**config.mk**
```make
export PLATFORM = sky130hd
export DESIGN_NAME = data_mem_ctrl
export DESIGN_NICKNAME = d
export VERILOG_FILES = /design/src/rtl/data_mem_ctrl.sv
export SDC_FILE = /design/constraint.sdc
export NUM_CORES = 1
export LEC_CHECK = 0
export ABC_AREA = 0
export ABC_CLOCK_PERIOD_IN_PS = 2100
export BUFFER_PORTS_ARGS = -buffer_cell sky130_fd_sc_hd__buf_2
export CAP_MARGIN = 25
export CORE_AREA = 2 2 84 86
export CTS_BUF_LIST = sky130_fd_sc_hd__clkbuf_2
export DETAILED_ROUTE_END_ITERATION = 6
export DIE_AREA = 0 0 86 88
export PLACE_DENSITY = 0.7
export SLEW_MARGIN = 15
export SYNTH_ARGS = -nofsm -noshare
export SYNTH_HDL_FRONTEND = slang
export SYNTH_SLANG_ARGS = --single-unit
```
**constraint.sdc**
```tcl
create_clock -name clk -period 2.1 [get_ports clk]
set_clock_uncertainty 0.1 [all_clocks]
set_input_delay 0.42 -clock clk [delete_from_list [all_inputs] [get_ports clk]]
set_output_delay 0.42 -clock clk [all_outputs]
set_load 0.02 [all_outputs]
```
**src/rtl/data_mem_ctrl.sv**
```systemverilog
// data_mem_ctrl: MEM-stage load/store sequencer for a split-handshake data bus
// (req/addr_ok, then data_ok). Keeps one access outstanding at a time and stalls
// IF..MEM until it completes. Captured load data is held in DONE until the MEM
// stage advances.
// Optional feature: define ALIGN_CHECK_EN to reject misaligned half/word accesses
// without going to the bus. addr_err then reports the rejection while in DONE.
module data_mem_ctrl #(
  parameter int ADDR_W = 32,
  parameter int DATA_W = 32
) (
  input  logic                clk,
  input  logic                rst,
  input  logic                mem_en,
  input  logic [DATA_W/8-1:0] mem_wen,
  input  logic [1:0]          mem_size,
  input  logic [ADDR_W-1:0]   mem_addr,
  input  logic [DATA_W-1:0]   mem_wdata,
  input  logic                mem_advance,
  output logic [DATA_W-1:0]   mem_rdata,
  output logic                stall,
  output logic                addr_err,
  output logic                data_req,
  output logic                data_wr,
  output logic [1:0]          data_size,
  output logic [DATA_W/8-1:0] data_wstrb,
  output logic [ADDR_W-1:0]   data_addr,
  output logic [DATA_W-1:0]   data_wdata,
  input  logic                data_addr_ok,
  input  logic                data_data_ok,
  input  logic [DATA_W-1:0]   data_rdata
);

  typedef enum logic [1:0] {
    IDLE = 2'd0,
    REQ  = 2'd1,
    WAIT = 2'd2,
    DONE = 2'd3
  } state_t;

  state_t state;
  logic   is_load;

  // The MEM stage holds its inputs while stalled, so the bus fields are plain
  // pass-throughs; only the request strobe is sequenced.
  assign data_wr    = |mem_wen;
  assign data_size  = mem_size;
  assign data_wstrb = mem_wen;
  assign data_addr  = mem_addr;
  assign data_wdata = mem_wdata;
  assign is_load    = (mem_wen == '0);

  // DONE releases the pipeline; every other state holds it while an access is pending.
  assign stall = mem_en & (state != DONE);

`ifdef ALIGN_CHECK_EN
  logic misaligned;

  // Half-words need an even address, words a 4-byte aligned one; bytes always pass.
  always_comb begin
    // NOTE: give every always_comb output a default first so no path can infer a latch.
    misaligned = 1'b0;
    if (mem_size == 2'b01) misaligned = mem_addr[0];
    else if (mem_size == 2'b10) misaligned = (mem_addr[1:0] != 2'b00);
  end
`else
  assign addr_err = 1'b0;
`endif

  // Access sequencer: IDLE -> REQ -> WAIT -> DONE -> IDLE with registered request and load data.
  always_ff @(posedge clk) begin
    // NOTE: reset is synchronous here; the rst branch only takes effect on a clock edge.
    if (rst) begin
      // NOTE: sequential state uses non-blocking assignments so every register sees pre-edge values.
      state     <= IDLE;
      data_req  <= 1'b0;
      mem_rdata <= '0;
`ifdef ALIGN_CHECK_EN
      addr_err  <= 1'b0;
`endif
    end else begin
      case (state)
        IDLE: begin
          // data_ok seen here belongs to no access of ours and is ignored.
          if (mem_en) begin
`ifdef ALIGN_CHECK_EN
            if (misaligned) begin
              state    <= DONE;
              addr_err <= 1'b1;
            end else
`endif
            begin
              state    <= REQ;
              data_req <= 1'b1;
            end
          end
        end
        REQ: begin
          // A data_ok without addr_ok cannot belong to this request yet.
          if (data_addr_ok) begin
            data_req <= 1'b0;
            if (data_data_ok) begin
              state <= DONE;
              if (is_load) mem_rdata <= data_rdata;
            end else begin
              state <= WAIT;
            end
          end
        end
        WAIT: begin
          if (data_data_ok) begin
            state <= DONE;
            if (is_load) mem_rdata <= data_rdata;
          end
        end
        DONE: begin
          // Stay here until MEM really moves on, so an external stall cannot
          // cause the same access to be issued twice.
          if (mem_advance) begin
            state <= IDLE;
`ifdef ALIGN_CHECK_EN
            addr_err <= 1'b0;
`endif
          end
        end
        default: begin
          state    <= IDLE;
          data_req <= 1'b0;
        end
      endcase
    end
  end

endmodule

```
==> reports/results.txt <==
Core Box Area: 0.00664 mm^2
Vias in the first global route: 1352
Sum of negative setup slack: 0 ns
Leading register cell type out of synthesis: dfxtp_1
Hold buffers post-CTS: 0
Max Freq: 504 MHz
Final setup fails: 0
Area of the die: 0.00757 mm^2
Antenna Cells: 0
Clock latency on the worst-skew pair: 0.34 ns
Root buf cell: clkbuf_2
Vias: 1487
Mapped cell area: 0.00190 mm^2
# fillers: 742
Clock buffer depth: 2
Routed Antenna Nets: 0
Max cap viols: 0
Routed len/inst: 12.3 um
Initial antenna violation count: 0
Critical Setup Path Class: flop to flop
Commonest non-fill, non-tap cell in the layout: buf_2
Tmin final: 1.98 ns
Detailed Route Iter0 Violations: 31
Gr usage total: 10.4%
Mapped Cells: 242
Worst endpoint required time: 2.27 ns
Row cnt: 30
RSZ-0062 raised after global routing: false
Grt peak-use layer: met2
Crit-path max FO: 4
Met1 Use GR: 10.5%
M3 GR Usage: 4.24%
Setup crit end kind: flop
Area Overhead vs Synth: 0.0656%
Most frequent cells in the layout: buf_2, nand2_1, a21oi_1
Wire length of the first global-routing pass: 6050 um
Startpoint types: flop
Hpwl dp: 3130 um
Proportion of layout cells with a drive suffix above 1: 39.1%
Seq/Total Area, Yosys: 36.9%
Pwr Density: 725 mW/mm^2
Mean Syn Cell Area: 7.85 um^2
Status: completed
Crit share post-route: 94.4%
# clock sinks: 35
Peak supply drop: 203 uV
Pre-antenna DRT Iters: 4
GR met2 Demand/Resource: 17.5%
Routability congestion estimate: 0.737
Worst-path clk slew: 0.19 ns
Async SR Flop Fraction: 0%
Overflow after GRT: 0
Initial core utilization: 28.6%
Arrival time worst endpoint: 2.15 ns
Via density: 4.47
Final max-slew violation count: 0
Cts bufs inserted: 5
Nets: 365
Num ports: 214
YS warnings: 0
Placed Area: 0.00186 mm^2
Post-Route WL: 4110 um
EDFF count, synth: 0
Die height: 88 um
Worst hold-check path type: input port to flop
FF+latch count, synth: 35
Residual DRC: 0
Final Instance Area: 0.00190 mm^2
Pin count of the biggest net entering global routing: 26
Port Buf Inserts: 80
Chip Width: 86 um
CTS tree: built
Fin. Hold Viols: 0
Leakage power: 0.868 nW
H-tree lvl count: 2
Syn Nets: 355
Synth cell types: 23
## metrics by stage
step / worst slack [ns] / util, % / cells / hold slack, ns / total power [W]
finish: 0.117 / 28.6 / 333 / 0.164 / 0.00138
global route: 0.0331 / 28.6 / 333 / 0.110 / 0.00148
CTS: 0.0524 / 28.6 / 333 / 0.127 / 0.00140
detailed placement: 0.0898 / 28.0 / 325 / 0.345 / 0.00108
global placement: 0.151 / 28.0 / 325 / 0.339 / 0.00106
floorplan: 0.203 / - / 242 / 0.435 / 0.00116
## logic make-up (layout without fill, tap and decap cells)
kind of cell	after synthesis	after routing	synth area share (%)
buffers and inverters	85	96	31.1
AND/OR/NAND/NOR	78	78	17.7
AO/OA/AOI/OAI	36	36	9.74
flip-flops	35	35	36.9
adder cells (fa/ha/maj)	5	5	3.29
multiplexers	2	2	1.12
other	1	1	0.197
## registers in the layout, summed over array words and instances, names as in the netlist
signal,flops
data_req,1
mem_rdata,32
state,2
## cell usage after synthesis (3+ instances only)
| cell type | number | area share [%] |
|---|---|---|
| a21oi_1 | 34 | 9.0 |
| buf_2 | 4 | 1.1 |
| buf_4 | 71 | 28 |
| clkbuf_1 | 6 | 1.2 |
| dfxtp_1 | 35 | 37 |
| ha_1 | 5 | 3.3 |
| inv_1 | 3 | 0.59 |
| nand2_1 | 64 | 13 |
| nor2_1 | 3 | 0.59 |
| nor2b_1 | 4 | 1.3 |
## routing by layer
metal  routed length, um  vias up
met2                1980       67
li1                    -      710
met3                 375       36
met4                 145        0
met5                   0        -
met1                1610      674
## final timing paths
path	end	slack, ns	depth (start not counted)	startpoint
max	state[0]	0.12	6	state[0]
min	mem_rdata[16]	0.16	3	data_rdata[16]
max reg2reg	state[0]	0.12	6	state[0]
min reg2reg	mem_rdata[3]	0.37	2	mem_rdata[3]
## layout make-up
| cell class | instances | area, um^2 | share of cell area [%] |
|---|---|---|---|
| repair buffers | 85 | 438 | 23.0 |
| flip-flops and latches | 35 | 703 | 37.0 |
| clock inverters | 1 | 5.00 | 0.263 |
| well taps | 80 | 100 | 5.26 |
| clock buffers | 7 | 35.0 | 1.84 |
| multi-input cells | 122 | 609 | 32.0 |
| inverters | 3 | 11.3 | 0.592 |
## what timing repair did
action                                  in CTS  in global routing
resized for setup                            0                  2
endpoints found under the setup margin       0                  1
buffers inserted                             0                  0
## worst max-delay path: stages (launching register included)
cell	delay (ns)
dfxtp_2	0.40
inv_1	0.09
ha_1	0.22
nor2b_1	0.15
or4_4	0.53
or3_1	0.36
o31ai_1	0.07
## where the power goes
part / internal [W] / leakage, nW / switching [W]
Combinational: 0.000159 / 0.551 / 0.000175
Clock: 0.0000913 / 0.0330 / 0.000222
Sequential: 0.000702 / 0.283 / 0.0000286
Note: power is estimated with default switching activity, not from simulation.
